$ cat src/rtl/pipeline_stage.sv
// Falling-edge valid/ready pipeline register with an optional skid entry.
// Define PIPE_SKID_EN for a 2-deep stage whose in_ready is decoded from registers only.
module pipeline_stage #(
   parameter int             N           = 32,
   parameter logic [N-1:0]   RESET_VALUE = '0
) (
   input  logic             clk,
   input  logic             reset,
   input  logic             flush,
   input  logic             in_valid,
   input  logic [N-1:0]     in_data,
   output logic             in_ready,
   output logic             out_valid,
   output logic [N-1:0]     out_data,
   input  logic             out_ready,
   output logic [1:0]       count
);

`ifdef PIPE_SKID_EN
   localparam logic [1:0] DEPTH = 2'd2;
`else
   localparam logic [1:0] DEPTH = 2'd1;
`endif

   logic [1:0]   count_q, count_d;
   logic [N-1:0] main_q, main_d;
   logic [N-1:0] skid_q, skid_d;
   logic         push, pop;

`ifdef PIPE_SKID_EN
   assign in_ready  = (count_q != DEPTH);
`else
   // Single entry: a slot frees up on the same edge the downstream pops.
   assign in_ready  = (count_q != DEPTH) || out_ready;
`endif

   assign out_valid = (count_q != 2'd0);
   assign out_data  = out_valid ? main_q : RESET_VALUE;
   assign count     = count_q;

   assign push = in_valid && in_ready;
   assign pop  = out_valid && out_ready;

   always_comb begin
      count_d = count_q;
      main_d  = main_q;
      skid_d  = skid_q;
      if (flush) begin
         count_d = 2'd0;
         main_d  = RESET_VALUE;
         skid_d  = RESET_VALUE;
      end else begin
         case ({push, pop})
            2'b10: begin
               if (count_q == 2'd0) main_d = in_data;
               else                 skid_d = in_data;
               count_d = count_q + 2'd1;
            end
            2'b01: begin
               if (count_q == 2'd2) begin
                  main_d = skid_q;
                  skid_d = RESET_VALUE;
               end
               count_d = count_q - 2'd1;
            end
            2'b11: begin
               // Oldest leaves; the incoming word lands behind whatever remains.
               if (count_q == 2'd2) begin
                  main_d = skid_q;
                  skid_d = in_data;
               end else begin
                  main_d = in_data;
               end
            end
            default: ;
         endcase
      end
   end

   always_ff @(negedge clk or negedge reset) begin
      if (!reset) begin
         count_q <= 2'd0;
         main_q  <= RESET_VALUE;
         skid_q  <= RESET_VALUE;
      end else begin
         count_q <= count_d;
         main_q  <= main_d;
         skid_q  <= skid_d;
      end
   end

endmodule

$ cat config.mk
export PLATFORM = sky130hd
export DESIGN_NAME = pipeline_stage
export DESIGN_NICKNAME = d
export VERILOG_FILES = /design/src/rtl/pipeline_stage.sv
export SDC_FILE = /design/constraint.sdc
export NUM_CORES = 1
export LEC_CHECK = 0
export BUFFER_PORTS_ARGS = -buffer_cell sky130_fd_sc_hd__buf_2
export CAP_MARGIN = 20
export CORE_ASPECT_RATIO = 1.5
export CORE_UTILIZATION = 50
export DETAILED_ROUTE_END_ITERATION = 10
export GPL_TIMING_DRIVEN = 0
export MAX_ROUTING_LAYER = met4
export PLACE_DENSITY_LB_ADDON = 0.12
export SETUP_SLACK_MARGIN = 0.05
export SYNTH_ARGS = -nofsm -noshare
export SYNTH_HDL_FRONTEND = slang
export SYNTH_SLANG_ARGS = --single-unit
$ cat constraint.sdc
create_clock -name clk -period 2.05 [get_ports clk]
set_input_delay 0.1025 -clock clk [delete_from_list [all_inputs] [get_ports clk]]
set_output_delay 0.1025 -clock clk [all_outputs]
set_load 0.005 [all_outputs]
# After elaboration in Yosys (flattened, before gate mapping)
# Index checks and enable logic that the tools add are counted.
# word_totals
ff_bits	66
out_inout_bits	36
word_cells	36
inputBits	37
# op_classes
n_reduce_logical	9
addsub	2
muxes	13
n_eq_ne	9
# ops
op	n
32-bit 2-to-1 mux	9
32-bit case mux with 3 select lines	2
3-bit != test, second input constant	4
2-bit == test, second input constant	3
2-bit case mux with 2 select lines	1
4-bit AND reduction	1
4-bit nonzero test	1
3-bit AND reduction	1
3-bit nonzero test	1
2-bit by 1-bit adder with 2-bit output, second input constant	1
2-bit by 1-bit == test with 1-bit output, second input constant	1
1-bit logical AND	2
2-bit logical NOT	1
2-bit 2-to-1 mux	1
2-bit by 1-bit != test with 1-bit output, second input constant	1
2-bit nonzero test	1
2-bit by 1-bit subtractor with 2-bit output, second input constant	1
1-bit logical OR	1

# Depth between registers and ports, before layout
# Gate-level depths: netlist of run 1.
# logic_depth
depth_word	6
ltp_mapped	8
depth_no_buf	6

==> impl_metrics.csv, run 1 <==
group,metric,value,unit
drt,avgViaCountPerCell,5.53,
power,power_density,739,nW/um2
critical_path,crit_type,"flop to output port",
cells_and_area,finalNonFillerCells,547,
clock_network,cts_root_buf,"clkbuf_8",
hold_path,hold_class,"flop to flop",
sta,tns,-28.85,ns
cells_and_area,fin_nets,506,
clock_network,clk_latency,0.33,ns
power,p_total,3.90,mW
critical_path,r2r_setup_slack,-0.25,ns
global_route,met3_usage,4.17,%
critical_path,critPathTopFamily,"buffers and inverters",
yosys,synth_top_family_by_area,"simple AND/OR/NAND/NOR gates",
critical_path,start_kind,"flop",
cells_and_area,area_delta_synth_final,46.1,%
power,power_switching,1.17,mW
yosys,synthTopCellsByArea,"dfrtn_1, nand2b_1, mux2_2, mux2i_1, nor2b_1",
critical_path,worstPathRequired,1.95,ns
placed_design,place_inst,496,
power,leakagePower,2.48,nW
yosys,synthCells,347,
power,clock_power_share,23.9,%
flow_run,cap_violations,0,
cells_and_area,fillers,458,
clock_network,cts_tree,"yes",
clock_network,clock_path_buffers,2,
floorplanning,core,6900,um2
placed_design,numPortBuffers,71,
sta,finalHoldViolCount,0,
yosys,synthSimpleGateAreaFrac,24.2,%
critical_path,crit_path_max_incr_delay,0.44,ns
power,internal_power,2.73,mW
clock_network,h-tree-depth,3,
cells_and_area,ff_latch_area,1650,um2
drt,firstDrtPassIters,7,
sta,relSlewSlack,43.0,%
yosys,ys_warn_count,0,
drt,vias,3027,
drt,drt_iter0_markers,249,
critical_path,cpMaxStageDelayCell,"dfrtn_1",
yosys,synthMuxAreaShare,18.9,%
yosys,synth_fp_nets,387,
yosys,synth_xor_area_share,0,%
clock_network,cts_buffers,9,
cells_and_area,multi_input_area,2210,um2
power,ir_worst_vdd,549,uV
floorplanning,initial_core_util,52.3,%
yosys,synth_top_cell_area_share,45.8,%
power,p_sw_share,30.1,%
hold_path,hold_depth,1,
global_route,met1_usage,30.2,%
yosys,synth_seq_area_share,45.8,%
floorplanning,die_area,7570,um2
global_route,grt_max_degree,67,
critical_path,crit_chain,"inv_2, ha_4, buf_12, clkbuf_16, nor2b_2, buf_2",
placed_design,gp_congestion,0.769,
global_route,grt_pass1_wl,14300,um
global_route,grt_pass1_vias,2928,
drt,drc,5,
power,combPwrFrac,37.7,%
cells_and_area,diodes,0,
yosys,synth_seq_cells,66,
cells_and_area,drive_gt1_share,49.3,%
floorplanning,fp-row-count,37,
global_route,globalRouteOverflowTotal,0,
yosys,ys_types,29,
placed_design,hpwl,5510,um
hold_path,worstHoldEndpoint,"main_q[25]",
global_route,groute.usage.overall,25.9,%
clock_network,clk_pin_slew,0.05,ns
global_route,grt_busiest_layer,"met2",
critical_path,r2r_cells,10,
yosys,avgSynthCellArea,10.4,um2
critical_path,critPathLaunch,"count[1]",
sta,rsz0062_at_grt,"true",
floorplanning,die_width,71.4,um
sta,fin_skew,0.00211,ns
run_status,violations,"DRC, setup timing",
yosys,synth_area,3610,um2
floorplanning,ios,73,
drt,ant_nets,0,
sta,drv_slew,0,
drt,post_drt_wl_per_cell,18.2,um
sta,tightest_slew,0.856,ns
global_route,globalRouteMet2Util,43.5,%
critical_path,worstPathMaxFanout,5,
run_status,status,"finished with violations",
drt,routed_wl,9940,um
sta,setup_ws,-0.625,ns
critical_path,cp.arrival,2.57,ns
hold_path,hp-start,"main_q[25]",
critical_path,r2r_start,"count[1]",
yosys,synth_fa_ha_area_share,1.04,%
yosys,synth-compound-area-share,6.28,%
yosys,yosysTopAreaCell,"dfrtn_1",
clock_network,cts_hold_buf,0,
floorplanning,die_y,106,um
critical_path,end_kind,"output port",
critical_path,timing.rr.end,"skid_q[28]",
global_route,antenna_found_initial,0,
sta,finalSetupViolCount,100,
clock_network,cts.sinks,66,
power,p_seq_share,38.4,%
critical_path,worstPathBufferInverterCount,4,
sta,fin_hold_ws,0.449,ns
[worst max path at each step]
stage | endpoint | slack [ns] | cells past startpoint
finish | out_data[7] | -0.63 | 6
detailed placement | skid_q[4] | -0.62 | 5
global route | out_data[7] | -0.66 | 6
global placement | skid_q[5] | -0.58 | 5
CTS | out_data[9] | -0.59 | 6
floorplan | out_data[10] | -0.19 | 5
[kinds of logic (layout without fill, tap and decap cells)]
| logic type | count (synthesis) | after routing |
|---|---|---|
| fa+ha+maj | 3 | 3 |
| compound gates | 43 | 43 |
| simple gates | 140 | 140 |
| mux | 64 | 64 |
| flops | 66 | 66 |
| buf+inv | 31 | 153 |
[cell usage after synthesis]
library cell / number
nor2_1: 2
or3_2: 2
dfrtn_1: 66
clkbuf_2: 3
o21ai_0: 26
inv_1: 5
or3_1: 30
and3_2: 1
clkbuf_1: 16
nor3_1: 1
buf_2: 4
a21o_1: 1
buf_6: 1
mux2_2: 32
o21a_1: 1
nor3b_1: 1
nand2b_1: 66
buf_4: 2
nor2b_1: 32
and2b_1: 1
a21oi_1: 3
mux2i_1: 32
a211o_1: 1
a211oi_1: 1
nand3_1: 1
ha_1: 3
nand2_1: 2
or3b_1: 1
o21ai_1: 10
[worst register-to-register path, delay by kind of cell (launching register included)]
| kind | cells | cell delay (ns) |
|---|---|---|
| adder cells (fa/ha/maj) | 1 | 0.17 |
| buffers and inverters | 5 | 0.59 |
| flip-flops | 1 | 0.44 |
| AO/OA/AOI/OAI | 2 | 0.39 |
| AND/OR/NAND/NOR | 2 | 0.73 |
[layer usage]
layer  vias up  share of wire [%]
met3        21                4.2
met2        89                 55
met4         0                2.9
met5         -                  0
li1       1415                  -
met1      1502                 38
[area by class of cell]
cell class	instances	share of cell area [%]
Buffer	24	5.20
Sequential cell	66	31.3
Clock buffer	14	2.90
Inverter	5	0.451
Multi-Input combinational cell	250	41.9
Tap cell	78	1.85
Timing Repair Buffer	110	16.4
[stage by stage]
| stage | utilization [%] | instance area (um2) | worst slack (ns) |
|---|---|---|---|
| 2_1_floorplan | - | 3790 | -0.190 |
| 3_3_place_gp | 61.6 | 4250 | -0.575 |
| 3_5_place_dp | 61.6 | 4250 | -0.621 |
| 4_1_cts | 70.5 | 4860 | -0.585 |
| 5_1_grt | 76.4 | 5270 | -0.659 |
| 6_report | 76.4 | 5270 | -0.625 |
[sequential cells by signal (all words and copies together) (netlist names)]
register and count:
skid_q 32, count 2, main_q 32
[power groups by stage]
stage          Clock (mW)  Combinational (mW)  Sequential (mW)
2_1_floorplan           0               0.628             1.50
3_3_place_gp            0               0.874             1.51
6_report            0.933                1.47             1.50
4_1_cts             0.939                1.16             1.49
5_1_grt             0.995                1.55             1.51
3_5_place_dp            0               0.883             1.51
[cell usage in the layout (no fill, tap or decap), drive strengths merged]
master / count
buf: 119
dfrtn: 66
nand2b: 66
o21ai: 36
mux2i: 32
or3: 32
nor2b: 32
mux2: 32
clkbuf: 29
inv: 4
a21oi: 3
ha: 3
nand2: 2
nor2: 2
clkinv: 1
or3b: 1
a21o: 1
and2b: 1
o21a: 1
and3: 1
nor3: 1
nor3b: 1
nand3: 1
a211o: 1
a211oi: 1
[timing repair]
item / CTS / global route
endpoints found under the setup margin: 99 / 102
setup buffers: 18 / 12
gates resized for setup: 56 / 90
gates cloned: 7 / 5
pin swaps: 4 / 11
Note: power is estimated with default switching activity, not from simulation.
==> run 2, diff against run 1 <==
--- a/config.mk
+++ b/config.mk
@@ -5,6 +5,7 @@
 export SDC_FILE = /design/constraint.sdc
 export NUM_CORES = 1
 export LEC_CHECK = 0
+export ABC_AREA = 1
 export BUFFER_PORTS_ARGS = -buffer_cell sky130_fd_sc_hd__buf_2
 export CAP_MARGIN = 20
 export CORE_ASPECT_RATIO = 1.5
==> run 2 against run 1 <==
Effect of this change: the flow finishes with violations (setup timing); sequential cell count is the same; clock power grew 63%; worst hold slack lost 0.036 ns; combinational power grew 110%; die area grew 14%; critical endpoint is now out_data[27].
==> impl_metrics.csv, run 2 <==
group,metric,value,unit
run_status,violations,"setup timing",
power,p_sw_share,38.1,%
placed_design,hpwl,7240,um
sta,fin_hold_ws,0.414,ns
yosys,synth_flop_cell,"dfrtn_1",
global_route,grt_max_degree,67,
yosys,synth-compound-area-share,4.11,%
global_route,groute.usage.overall,27.3,%
drt,avgViaCountPerCell,5.03,
power,internal_power,3.98,mW
yosys,synth_common_cells,"nand2_1, nor2_1, inv_1",
yosys,synth_most_common_cell,"nand2_1",
drt,drc,0,
yosys,ys_warn_count,0,
yosys,synth_seq_cells,66,
drt,vias,4112,
yosys,synthMuxAreaShare,0,%
yosys,synth_area,4140,um2
floorplanning,fp-row-count,40,
yosys,ys_types,24,
cells_and_area,final_common_cell,"nand2_1",
placed_design,numPortBuffers,71,
yosys,synth_fp_nets,643,
placed_design,place_inst,779,
hold_path,worstHoldEndpoint,"skid_q[29]",
clock_network,cts_root_buf,"clkbuf_16",
hold_path,hp-start,"skid_q[29]",
critical_path,r2r_cells,10,
power,p_seq_share,28.2,%
clock_network,clk_pin_slew,0.04,ns
floorplanning,ios,73,
clock_network,clock_path_buffers,2,
sta,rsz0062_at_grt,"true",
drt,ant_nets,0,
yosys,synth_edf_count,0,
drt,drt_iter0_markers,266,
yosys,async_reset_ff_share,100,%
yosys,synth_fa_ha_area_share,0.907,%
cells_and_area,fin_util,71.6,%
yosys,synth_seq_area_share,39.9,%
cells_and_area,final_cell_mix,"nand2_1, buf_2, inv_1",
power,power_switching,2.45,mW
floorplanning,die_area,8650,um2
global_route,grt_pass1_wl,17900,um
critical_path,timing.rr.end,"skid_q[14]",
yosys,synth_xor_area_share,0,%
power,power_density,1120,nW/um2
cells_and_area,fin_area,5730,um2
floorplanning,core,8010,um2
critical_path,crit_type,"flop to output port",
floorplanning,initial_core_util,51.7,%
power,leakagePower,3.09,nW
placed_design,pre_cts_slack,-0.325,ns
sta,relSlewSlack,43.2,%
critical_path,cp.arrival,2.48,ns
cells_and_area,area_delta_synth_final,38.6,%
global_route,globalRouteOverflowTotal,0,
critical_path,end_kind,"output port",
yosys,synthSimpleGateAreaFrac,42.0,%
critical_path,start_kind,"flop",
critical_path,critPathLaunch,"count[1]",
clock_network,cts_tree,"yes",
clock_network,cts_hold_buf,0,
yosys,synthCells,603,
global_route,grt_pass1_vias,3833,
critical_path,worstPathMaxFanout,8,
sta,tightest_slew,0.852,ns
sta,finalSetupViolCount,36,
cells_and_area,fillers,665,
cells_and_area,finalNonFillerCells,817,
power,ir_worst_vdd,765,uV
placed_design,gp_congestion,0.812,
run_status,status,"finished with violations",
hold_path,hold_class,"flop to flop",
yosys,yosysTopAreaCell,"dfrtn_1",
sta,tns,-17.44,ns
sta,drv_slew,0,
clock_network,cts.sinks,66,
clock_network,clk_latency,0.34,ns
drt,routed_wl,11500,um
placed_design,placedInstanceArea,4950,um2
yosys,synth_top_cell_area_share,39.9,%
cells_and_area,drive_gt1_share,29.2,%
flow_run,cap_violations,0,
sta,fin_skew,0.00404,ns
critical_path,r2r_setup_slack,0.12,ns
yosys,avgSynthCellArea,6.86,um2
floorplanning,die_y,113,um
critical_path,r2r_start,"count[1]",
cells_and_area,fin_nets,748,
sta,setup_ws,-0.535,ns
floorplanning,die_width,76.3,um
yosys,synthTopCellsByArea,"dfrtn_1, nand2_1, nor2_1, inv_1, nand3b_1",
power,combPwrFrac,48.3,%
drt,firstDrtPassIters,4,
cells_and_area,diodes,0,
yosys,synth_top_family_by_area,"simple AND/OR/NAND/NOR gates",
sta,finalHoldViolCount,0,
global_route,antenna_found_initial,0,
clock_network,cts_buffers,9,
critical_path,worstPathRequired,1.95,ns
drt,post_drt_wl_per_cell,14.1,um
clock_network,h-tree-depth,3,
power,clock_power_share,23.6,%
hold_path,hold_depth,2,
power,p_total,6.43,mW
==> run 2: cell count changes after synthesis, sizes merged, moves of 25 or more <==
| cell | change |
|---|---|
| inv | +69 |
| mux2i | -32 |
| nand3 | +38 |
| o21ai | -34 |
| nand2 | +208 |
| a21oi | +29 |
| buf | +25 |
| nor2 | +101 |
| nand2b | -66 |
| mux2 | -32 |
| nor2b | -32 |
| nand3b | +31 |
| or3 | -32 |
==> run 2: what timing repair did <==
item | 4_1_cts | 5_1_grt
endpoints found under the setup margin | 36 | 96
gates cloned | 3 | 8
resized for setup | 23 | 55
pin swaps | 6 | 9
buffers inserted | 8 | 5
==> run 2: worst max-delay path, cell delays in order, from the launching register on <==
cell	delay (ns)
dfrtn_1	0.43
inv_2	0.06
ha_4	0.23
clkbuf_16	0.20
nor2_4	0.08
buf_2	0.11
==> run 2: power by group through the flow <==
stage | Combinational [mW] | Clock (mW) | Sequential, mW
after global placement | 2.40 | 0 | 1.81
after CTS | 2.79 | 1.52 | 1.80
final | 3.10 | 1.52 | 1.81
after floorplan | 1.89 | 0 | 1.78
after detailed placement | 2.46 | 0 | 1.82
after global routing | 3.35 | 1.57 | 1.85
==> run 2: how the worst max path moves through the flow <==
stage | endpoint | slack [ns] | depth (start not counted)
2_1_floorplan | out_data[10] | -0.15 | 5
3_3_place_gp | skid_q[31] | -0.33 | 1
3_5_place_dp | out_data[26] | -0.33 | 6
4_1_cts | out_data[26] | -0.53 | 5
5_1_grt | out_data[27] | -0.57 | 5
6_report | out_data[27] | -0.54 | 5
==> run 2: cell families (layout without fill, tap and decap cells) <==
kind of cell / count (synthesis) / after routing
and+or+nand+nor: 387 / 389
buffers and inverters: 113 / 220
DFF: 66 / 66
AOI/OAI and AO/OA: 34 / 34
adders and majority gates: 3 / 3
==> run 2: layout make-up <==
class | instances | area (um2) | area share [%]
clock buffer | 12 | 246 | 4.30
inverter | 74 | 293 | 5.11
timing repair buffer | 93 | 633 | 11.0
sequential | 66 | 1650 | 28.8
buffer | 38 | 407 | 7.09
clock inverter | 3 | 40.0 | 0.698
multi-input combinational | 426 | 2330 | 40.7
tap | 105 | 131 | 2.29
==> run 2: layer usage <==
metal  GRT usage [%]  wire length [um]  vias up  part of all wire, %
met2            49.6              6360      118                   55
met3            3.44               400       22                  3.5
li1                -                 -     2050                    -
met1            30.4              4490     1922                   39
met4            10.1               242        0                  2.1
met5               -                 0        -                    0
==> run 3, diff against run 2 <==
==> constraint.sdc (replaced) <==
create_clock -name clk -period 2.2 [get_ports clk]
set_input_delay 0.11 -clock clk [delete_from_list [all_inputs] [get_ports clk]]
set_output_delay 0.11 -clock clk [all_outputs]
set_load 0.005 [all_outputs]
==> run 3 against run 2 <==
Effect of this change: the run still ends with setup timing left; wire length fell by 14%; sequential power decreased by 8%; combinational power is 22% lower; critical path type unchanged; critical endpoint is now out_data[22]; largest power group unchanged.
==> impl_metrics.csv, run 3 (synthesis gave the netlist of run 2 again) <==
group,metric,value,unit
drt,avgViaCountPerCell,4.78,
cells_and_area,fillers,747,
sta,rsz0062_at_grt,"true",
sta,finalHoldViolCount,0,
critical_path,crit_type,"flop to output port",
global_route,grt_pass1_wl,17100,um
placed_design,place_inst,779,
sta,tightest_slew,0.845,ns
cells_and_area,final_cell_mix,"nand2_1, buf_2, inv_1",
hold_path,hold_class,"flop to flop",
placed_design,placedInstanceArea,4930,um2
drt,routed_wl,9860,um
placed_design,numPortBuffers,71,
cells_and_area,area_delta_synth_final,28.3,%
floorplanning,core,8010,um2
critical_path,worstPathRequired,2.09,ns
power,p_seq_share,30.8,%
global_route,globalRouteOverflowTotal,0,
run_status,status,"finished with violations",
drt,ant_nets,0,
sta,tns,-15.38,ns
power,clock_power_share,24.9,%
power,ir_worst_vdd,666,uV
cells_and_area,fin_nets,732,
cells_and_area,drive_gt1_share,26.3,%
drt,drc,0,
cells_and_area,diodes,0,
floorplanning,initial_core_util,51.7,%
power,power_switching,2.06,mW
global_route,groute.usage.overall,25.9,%
critical_path,start_kind,"flop",
floorplanning,fp-row-count,40,
power,p_sw_share,37.8,%
floorplanning,die_width,76.3,um
global_route,grt_max_degree,67,
critical_path,cp.arrival,2.57,ns
power,combPwrFrac,44.3,%
clock_network,cts_tree,"yes",
placed_design,pre_cts_slack,-0.254,ns
clock_network,cts_root_buf,"clkbuf_16",
cells_and_area,finalNonFillerCells,802,
placed_design,gp_congestion,0.804,
clock_network,clk_latency,0.34,ns
run_status,violations,"setup timing",
floorplanning,die_area,8650,um2
sta,fin_skew,0.00327,ns
drt,post_drt_wl_per_cell,12.3,um
cells_and_area,final_common_cell,"nand2_1",
sta,setup_ws,-0.479,ns
floorplanning,die_y,113,um
drt,vias,3831,
clock_network,clock_path_buffers,2,
global_route,grt_pass1_vias,3706,
drt,firstDrtPassIters,4,
floorplanning,ios,73,
sta,relSlewSlack,43.7,%
power,leakagePower,2.93,nW
cells_and_area,fin_area,5310,um2
clock_network,h-tree-depth,3,
power,power_density,1030,nW/um2
placed_design,hpwl,7040,um
clock_network,cts_hold_buf,0,
clock_network,cts.sinks,66,
clock_network,cts_buffers,9,
drt,drt_iter0_markers,242,
power,p_total,5.44,mW
critical_path,end_kind,"output port",
global_route,antenna_found_initial,0,
sta,finalSetupViolCount,35,
clock_network,clk_pin_slew,0.04,ns
flow_run,cap_violations,0,
sta,drv_slew,0,
power,internal_power,3.38,mW
critical_path,worstPathMaxFanout,10,
## run 3: changes by cell type in the layout (fill, tap and decap cells not counted), moves of 4 or more
cell / change
buf_6: -15
buf_4: -7
nand2_1: +4
buf_2: +11
clkbuf_8: +5
clkbuf_16: -5
## run 3: timing repair
action,4_1_cts,5_1_grt
resized for setup,2,7
hold endpoints to repair,0,0
pin swaps,1,0
cloned,3,0
setup endpoints to repair,35,47
setup buffers,5,1
## run 3: worst paths after layout
check,to,slack (ns),depth (start not counted),startpoint
min in group asynchronous,count[0],0.85,1,reset
max reg2reg,skid_q[15],0.37,10,count[1]
min reg2reg,skid_q[19],0.41,2,skid_q[19]
max,out_data[22],-0.48,5,count[1]
min,skid_q[19],0.41,2,skid_q[19]
max in group asynchronous,main_q[7],0.76,1,reset
## run 3: power by group through the flow
| stage | combinational [mW] | sequential, mW | clock [mW] |
|---|---|---|---|
| 2_1_floorplan | 1.74 | 1.66 | 0 |
| 3_3_place_gp | 2.22 | 1.68 | 0 |
| 3_5_place_dp | 2.26 | 1.69 | 0 |
| 4_1_cts | 2.41 | 1.67 | 1.38 |
| 5_1_grt | 2.67 | 1.71 | 1.42 |
| 6_report | 2.41 | 1.67 | 1.36 |
## run 3: worst max-delay path, cell delays in order (launching register included)
cell	delay (ns)
dfrtn_1	0.35
inv_2	0.10
ha_4	0.27
clkbuf_8	0.24
nor2_4	0.03
buf_2	0.11
## run 3: through the flow
step                hold WS (ns)  util, %
finish                     0.408     66.3
global route               0.431     66.3
CTS                        0.412     66.0
detailed placement         0.410     61.6
global placement           0.405     61.6
floorplan                  0.326        -
## run 3: area by class of cell
type | instances | area, um2 | area share (%)
multi-input combinational | 424 | 2200 | 41.4
sequential | 66 | 1650 | 31.1
timing repair buffer | 79 | 443 | 8.35
buffer | 38 | 318 | 5.99
inverter | 74 | 280 | 5.28
clock buffer | 14 | 274 | 5.16
tap | 105 | 131 | 2.48
clock inverter | 2 | 10.0 | 0.189
## run 3: metal layers
| layer | track usage (%) | vias to the layer above | share of wire (%) |
|---|---|---|---|
| met5 | - | - | 0 |
| met2 | 47.1 | 84 | 53 |
| met3 | 4.24 | 14 | 3.8 |
| li1 | - | 2003 | - |
| met1 | 28.7 | 1730 | 42 |
| met4 | 8.46 | 0 | 1.6 |
